===== config.mk =====
export PLATFORM = sky130hd
export DESIGN_NAME = mem_arbiter_n
export DESIGN_NICKNAME = d
export VERILOG_FILES = /design/src/rtl/mem_arbiter_n_pkg.sv /design/src/rtl/mem_arbiter_n_rr_picker.sv /design/src/rtl/mem_arbiter_n.sv
export SDC_FILE = /design/constraint.sdc
export NUM_CORES = 1
export LEC_CHECK = 0
export BUFFER_PORTS_ARGS = -buffer_cell sky130_fd_sc_hd__buf_2
export CORE_AREA = 2 2 539 541
export DETAILED_ROUTE_END_ITERATION = 12
export DIE_AREA = 0 0 541 543
export GPL_ROUTABILITY_DRIVEN = 0
export PLACE_DENSITY = 0.3
export SLEW_MARGIN = 0
export SYNTH_ARGS = -nofsm -noshare
export SYNTH_HDL_FRONTEND = slang
export SYNTH_HIERARCHICAL = 1
export SYNTH_SLANG_ARGS = --single-unit

===== constraint.sdc =====
create_clock -name clk -period 2.05 [get_ports clk]
set_clock_uncertainty 0.15 [all_clocks]
set_input_delay 0.205 -clock clk [delete_from_list [all_inputs] [get_ports clk]]
set_output_delay 0.205 -clock clk [all_outputs]
set_load 0.01 [all_outputs]

===== src/rtl/mem_arbiter_n_pkg.sv =====
// mem_arbiter_n_pkg: shared state encoding and helpers for the L1-to-L2 line arbiter
package mem_arbiter_n_pkg;
   typedef enum logic [1:0] {IDLE, BUSY, RELEASE} arb_state_e;
   localparam int LINE_WIDTH_DEF = 256;
   function automatic int wrap_inc(input int v, input int n);
      return (v >= n - 1) ? 0 : v + 1;
   endfunction
endpackage


===== src/rtl/mem_arbiter_n_rr_picker.sv =====
// mem_arbiter_n_rr_picker: combinational winner select, round-robin from ptr or fixed priority from port 0
module mem_arbiter_n_rr_picker #(
   parameter int NUM_PORTS = 2
) (
   input  logic [NUM_PORTS-1:0]         req,
   input  logic [$clog2(NUM_PORTS)-1:0] ptr,
   input  logic                         mode,
   output logic [$clog2(NUM_PORTS)-1:0] winner,
   output logic                         valid
);
   localparam int IW = $clog2(NUM_PORTS);
   logic [2*NUM_PORTS-1:0] dbl;
   logic [IW-1:0]          base;
   assign dbl   = {req, req};
   assign base  = mode ? ptr : '0;
   assign valid = |req;
   // scan the doubled vector downward so the first set bit at or after base wins
   always_comb begin
      winner = '0;
      for (int k = 2*NUM_PORTS-1; k >= 0; k--)
         if (dbl[k] && k >= int'(base) && k < int'(base) + NUM_PORTS) winner = IW'(k % NUM_PORTS);
   end
endmodule


===== src/rtl/mem_arbiter_n.sv =====
// mem_arbiter_n: serialises whole-line L1 read/write transactions onto one L2 port
module mem_arbiter_n
   import mem_arbiter_n_pkg::*;
#(
   parameter int NUM_PORTS  = 2,
   parameter int ADDR_WIDTH = 32,
   parameter int LINE_WIDTH = LINE_WIDTH_DEF,
   parameter int RR_MODE    = 1
) (
   input  logic                             clk,
   input  logic                             rst,
   input  logic [NUM_PORTS-1:0]             up_read,
   input  logic [NUM_PORTS-1:0]             up_write,
   input  logic [NUM_PORTS*ADDR_WIDTH-1:0]  up_addr,
   input  logic [NUM_PORTS*LINE_WIDTH-1:0]  up_wdata,
   output logic [LINE_WIDTH-1:0]            up_rdata,
   output logic [NUM_PORTS-1:0]             up_resp,
   output logic [ADDR_WIDTH-1:0]            mem_address,
   output logic                             mem_read,
   output logic                             mem_write,
   output logic [LINE_WIDTH-1:0]            mem_wdata,
   input  logic [LINE_WIDTH-1:0]            mem_rdata,
   input  logic                             mem_resp,
   output logic [$clog2(NUM_PORTS)-1:0]     grant_id,
   output logic                             busy
);
   localparam int IW = $clog2(NUM_PORTS);
   arb_state_e           state;
   logic [IW-1:0]        rr_ptr;
   logic [IW-1:0]        win;
   logic                 win_valid;
   logic [NUM_PORTS-1:0] req;
   assign req      = up_read | up_write;
   assign up_rdata = mem_rdata;
   mem_arbiter_n_rr_picker #(.NUM_PORTS(NUM_PORTS)) u_pick (
      .req    (req),
      .ptr    (rr_ptr),
      .mode   (RR_MODE != 0),
      .winner (win),
      .valid  (win_valid)
   );
   // completion pulse goes only to the port holding the grant, and only in BUSY
   always_comb up_resp = (state == BUSY && mem_resp) ? (NUM_PORTS'(1) << grant_id) : '0;
   // FSM; mem_address/mem_wdata double as the holding registers for the granted request
   always_ff @(posedge clk or negedge rst) begin
      if (!rst) begin
         state       <= IDLE;
         rr_ptr      <= '0;
         grant_id    <= '0;
         mem_read    <= 1'b0;
         mem_write   <= 1'b0;
         mem_address <= '0;
         mem_wdata   <= '0;
         busy        <= 1'b0;
      end else begin
         case (state)
            IDLE: if (win_valid) begin
               mem_address <= up_addr[win*ADDR_WIDTH +: ADDR_WIDTH];
               mem_wdata   <= up_wdata[win*LINE_WIDTH +: LINE_WIDTH];
               mem_write   <= up_write[win];
               mem_read    <= ~up_write[win];
               grant_id    <= win;
               busy        <= 1'b1;
               state       <= BUSY;
            end
            BUSY: if (mem_resp) begin
               mem_read  <= 1'b0;
               mem_write <= 1'b0;
               busy      <= 1'b0;
               rr_ptr    <= IW'(wrap_inc(int'(grant_id), NUM_PORTS));
               state     <= RELEASE;
            end
            RELEASE: state <= IDLE;
            default: state <= IDLE;
         endcase
      end
   end
endmodule


== Word level (Yosys, flattened, before mapping) ==
Cells that the tools add are included.

* $lt $le $gt $ge: 7
* Mux-type cells: 18
* Bitwise gates (word level): 2
* Add/subtract/negate cells: 2
* Reduce and logical (&&, ||, !) cells: 13
* Shift operators: 3
* Equal/unequal tests: 3

{| class="wikitable"
|+ Operator list
! kind !! number
|-
| 512-bit by 10-bit indexed part select with 256-bit output || 1
|-
| 3-bit by 32-bit < comparator with 1-bit output, first input constant || 2
|-
| 64-bit by 7-bit indexed part select with 32-bit output || 1
|-
| 1-bit by 32-bit < comparator with 1-bit output, first input constant || 1
|-
| 2-bit by 32-bit < comparator with 1-bit output, first input constant || 1
|-
| 1-bit two-way mux || 11
|-
| 1-bit logical AND || 6
|-
| 2-bit two-way mux || 3
|-
| 1-bit case mux with 2 select lines || 3
|-
| 2-bit AND reduction || 3
|-
| 2-bit case mux with 2 select lines || 1
|-
| 1-bit by 2-bit adder with 3-bit output, second input constant || 1
|-
| 3-bit AND reduction || 1
|-
| 2-bit by 1-bit equality test with 1-bit output, second input constant || 1
|-
| 2-bit zero test || 1
|-
| 1-bit by 2-bit < comparator with 1-bit output, second input constant || 1
|-
| 2-bit by 1-bit inequality test with 1-bit output, second input constant || 1
|-
| 2-bit inequality test, second input constant || 1
|-
| 2-bit bitwise OR || 1
|-
| 2-bit nonzero test || 1
|-
| 2-bit OR reduction || 1
|-
| 1-bit by 1-bit << shifter with 2-bit output, first input constant || 1
|-
| 1-bit adder, second input constant || 1
|-
| 1-bit >= comparator, first input constant || 1
|-
| 2 further kinds || 2
|}

* Output and inout bits: 550
* Bits in registers: 295
* Word-level logic and storage cells: 56

== Logic depth before layout (Yosys ltp) ==
* Depth in word-level cells: 12
* Gate-level depth with buffers: 9

== Modules after synthesis ==
The synthesis kept the hierarchy.

{| class="wikitable"
|+ Modules (own cells, without submodules)
! module !! cells each !! area an instance (µm²) !! instances
|-
| mem_arbiter_n || 1536 || 15499.9 || 1
|-
| mem_arbiter_n_rr_picker || 3 || 17.5 || 1
|}

== Worst setup path after synthesis ==
OpenSTA, ideal clock, no wires.

* Path type: input to register
* Start: input up_write[0]
* End: register mem_wdata[100]
* Data required time: 1768 ps
* Arrival: 1555 ps
* Stages on the path: 6
* Path slack: 213 ps
* Cells stage by stage: or2_2 > a21boi_1 > buf_4 > clkbuf_1 > mux2i_1 > o21ai_1

* Cells in the longest elaborated chain, start to end: 6
* Elaborated cells between the ends (all ways): 10
* Those cells by class: 1 x shift; 3 x mux; 1 x bitwise; 5 x reduce/logical

{| class="wikitable"
|+ Ends and longest elaborated chain
! what !! RTL line !! text
|-
| start: declaration || mem_arbiter_n.sv:13 || <nowiki>input logic [NUM_PORTS-1:0] up_write,</nowiki>
|-
| 2-bit bitwise OR * || mem_arbiter_n.sv:33 || <nowiki>assign req = up_read | up_write;</nowiki>
|-
| 1-bit logical AND || mem_arbiter_n_rr_picker.sv:21 || <nowiki>if (dbl[k] && k >= int'(base) && k < int'(base) + NUM_PORTS) winner = IW'(k % NUM_PORTS);</nowiki>
|-
| 1-bit two-way mux (2 in series) || mem_arbiter_n_rr_picker.sv:21 ||
|-
| 1-bit two-way mux * || mem_arbiter_n_rr_picker.sv:21 ||
|-
| net win || mem_arbiter_n.sv:30 || <nowiki>logic [IW-1:0] win;</nowiki>
|-
| 512-bit by 10-bit indexed part select with 256-bit output * || mem_arbiter_n.sv:59 || <nowiki>mem_wdata <= up_wdata[win*LINE_WIDTH +: LINE_WIDTH];</nowiki>
|-
| end signal: assignment || mem_arbiter_n.sv:59 ||
|-
| end: declaration || mem_arbiter_n.sv:21 || <nowiki>output logic [LINE_WIDTH-1:0] mem_wdata,</nowiki>
|}

Mark *: on every way through the listed nets, which the timed path passes. The rest lies on a longest branch.
A chain may end at the register's enable or synchronous reset.

== Worst setup path in the final report ==
* Start: register state[1]
* End: output up_resp[1]

* Cells in the longest elaborated chain, start to end: 3

{| class="wikitable"
|+ Ends and longest elaborated chain
! what !! RTL line !! text
|-
| start: declaration || mem_arbiter_n.sv:28 || <nowiki>arb_state_e state;</nowiki>
|-
| start signal: assignment || mem_arbiter_n.sv:47 || <nowiki>state <= IDLE;</nowiki>
|-
| start signal: assignment || mem_arbiter_n.sv:64 || <nowiki>state <= BUSY;</nowiki>
|-
| start signal: assignment || mem_arbiter_n.sv:71 || <nowiki>state <= RELEASE;</nowiki>
|-
| 2-bit by 1-bit equality test with 1-bit output || mem_arbiter_n.sv:43 || <nowiki>always_comb up_resp = (state == BUSY && mem_resp) ? (NUM_PORTS'(1) << grant_id) : '0;</nowiki>
|-
| 1-bit logical AND || mem_arbiter_n.sv:43 ||
|-
| 2-bit two-way mux || mem_arbiter_n.sv:43 ||
|-
| end: declaration || mem_arbiter_n.sv:17 || <nowiki>output logic [NUM_PORTS-1:0] up_resp,</nowiki>
|}

No other way between the ends.

==> results.json <==
{
  "cts_buffers": 43,
  "p_switching_mw": 13.37,
  "ios": 1389,
  "path_delay_family": "flip-flops",
  "die_w_um": 541,
  "crit_slowest_cell": "dfrtp_1",
  "final_layout_size_suffix_gt1_frac": 0.4075,
  "final_area_mm2": 0.03160,
  "fp.coreArea_mm2": 0.2874,
  "fin_crit_sh": 0.9674,
  "r2r_setup_slack_ps": 80,
  "initial_core_util": 0.05399,
  "fmax_mhz": 504.2,
  "grt_pass1_vias": 17100,
  "p_seq_frac": 0.307,
  "viasPerCell": 2.477,
  "synthCells": 1539,
  "grt_usage": 0.08695,
  "grt_pass1_wl_mm": 166.8,
  "p_total_mw": 31.79,
  "switching_share": 0.4205,
  "power_density_mw_per_mm2": 1006,
  "clock_latency_ps": 650,
  "synth-seq-area-share": 0.4757,
  "rows": 197,
  "grt_max_degree": 66,
  "dpl_cell_area_mm2": 0.02351,
  "syn-num-nets": 2378,
  "critPathLaunchType": "flip-flop",
  "status": "finished clean",
  "min_path_type": "in -> async",
  "critPathKind": "reg -> out",
  "area_delta_synth_final_pct": 103.6,
  "final_max_slew_viol_count": 0,
  "finalHoldViolCount": 0,
  "htreeDepth": 2,
  "setup_viol": 0,
  "finalCriticalPeriod_ps": 1983,
  "cpPeakStageDelay_ps": 380,
  "final_cell_mix": "873 x buf_2, 581 x dlygate4sd3_1, 295 x nand2_1, 295 x dfrtp_1, 270 x o21ai_1",
  "nets": 3696,
  "dpl_worst_slack_ps": -454.2,
  "numClockSinks": 295,
  "crit_top_cell": "buf_6",
  "synth_cell_types": 23,
  "required_ps": 1690,
  "drtIter0Drc": 617,
  "instances_no_fill": 6716,
  "detail-route-antenna-nets": 0,
  "r2r-start": "rr_ptr",
  "io_buffers": 876,
  "drc": 0,
  "critPathBufInv": 3,
  "drt_first_pass_iters": 5,
  "power_frac_comb": 0.455,
  "path_clk_slew_ps": 70,
  "r2r-end": "mem_wdata[68]",
  "totalWireLength_mm": 134.8,
  "dieHeight_um": 543,
  "reg2regPathDepth": 8,
  "fin_ws_ps": 66.76,
  "internal-power_mw": 18.42,
  "path_cells": "nand3b_1 -> buf_6 -> inv_4 -> and2_4 -> buf_6",
  "end_kind": "primary output",
  "arrival_ps": 1630,
  "antenna_found_initial": 135,
  "crit_path_start": "state[1]",
  "cts_root_buf": "clkbuf_16",
  "routedWlPerCell_um": 20.07,
  "cap_violations": 0,
  "grt_overflow_total": 0,
  "endpoint": "up_resp[1]",
  "mostFrequentLayoutCell": "buf_2",
  "clkPwrFrac": 0.239,
  "p_leak_nw": 13.74,
  "nFillCells": 33150,
  "die_area_mm2": 0.2938,
  "rsz0062_at_grt": "yes",
  "cts_tree": "built",
  "dpl.hpwl_mm": 113.5,
  "synth_area_mm2": 0.01552,
  "postSynthAreaPerCell_um2": 10.08,
  "ys_ff_latch": 295,
  "ys_warn_count": 6,
  "cts_max_path_buffers": 3,
  "crit_fanout": 4,
  "via_count": 16640,
  "path_depth": 5,
  "vdd_ir_drop_max_mv": 0.5142,
  "placed_cells": 5993
}
## cells in the mapped netlist, drive strengths merged
master    n  area share
nand3     2     0.00097
dfrtp   295        0.48
or2       3      0.0012
and2      1     0.00040
a21o      1     0.00048
or3b      1     0.00056
clkbuf   44       0.011
o21ai   289       0.093
mux2i   290        0.19
nand2   296       0.072
buf     309        0.16
nor3b     1     0.00048
conb      1     0.00024
nor2      2     0.00048
nand3b    1     0.00048
inv       2     0.00048
a21boi    1     0.00048
## layout make-up
cell class                 count  area (um2)  area share
timing repair buffer        1626       12070      0.3820
sequential                   295        7382      0.2336
multi-input combinational    889        5933      0.1878
tap                         3781        4731      0.1497
clock buffer                  66        1295     0.04099
antenna                       49       122.6    0.003881
clock inverter                 8       53.80    0.001703
inverter                       2       10.01   0.0003168
## stage by stage
step,setup TNS (ps),hold WS (ps),utilization
final,0,79.28,0.1099
after CTS,-244.8,24.58,0.1078
after detailed placement,-40510,4.333,0.08178
after floorplan,0,-240.6,-
after global placement,-37680,13.01,0.08178
after global routing,-719.9,61.33,0.1097
## state kept, by name, indices dropped and copies added, names as in the netlist
name,flops
mem_write,1
mem_address,32
busy,1
rr_ptr,1
grant_id,1
mem_wdata,256
state,2
mem_read,1
## worst min path at each step
stage	endpoint	slack, ps	cells past startpoint
finish	mem_wdata[129]	80	3
global route	mem_wdata[144]	60	3
CTS	mem_wdata[129]	20	3
detailed placement	mem_wdata[203]	4	1
global placement	mem_wdata[203]	10	1
floorplan	busy	-240	0
## timing repair
item                                   in CTS  in global routing
cloned                                      1                  6
setup endpoints to repair                  30                125
gates resized for setup                    32                 81
hold buffers                              582                  1
endpoints found under the hold margin     589                  1
setup buffers                               7                  5
pin swaps                                   0                  3
## layer usage
metal	global-route usage	part of all wire	wire (um)	vias up
met5	0	0.0035	474	-
met4	0.05367	0.069	9336	70
met3	0.03732	0.097	13030	415
met2	0.1231	0.39	53140	1039
met1	0.1074	0.44	58790	7469
li1	-	-	-	7643
## worst min-delay path, cell delays in order
cell	delay (ps)
dlygate4sd3_1	560
buf_8	230
buf_12	230
## power by group through the flow
stage | sequential (mW) | clock, mW | combinational [mW]
after global placement | 9.82 | 0 | 13.0
after floorplan | 10.8 | 0 | 4.66
after detailed placement | 9.82 | 0 | 13.0
after CTS | 9.78 | 8.11 | 14.4
after global routing | 10.1 | 8.24 | 15.6
final | 9.74 | 7.59 | 14.5
## cells by family (layout without fill, tap and decap cells)
logic type             after synthesis  in the layout  synth area share
buffers and inverters              355           1702            0.1666
AND/OR/NAND/NOR                    307            307           0.07620
flip-flops                         295            295            0.4757
AO/OA/AOI/OAI                      291            291           0.09418
multiplexers                       290            290            0.1871
other                                1             50         0.0002417
Note: power is estimated with default switching activity, not from simulation.
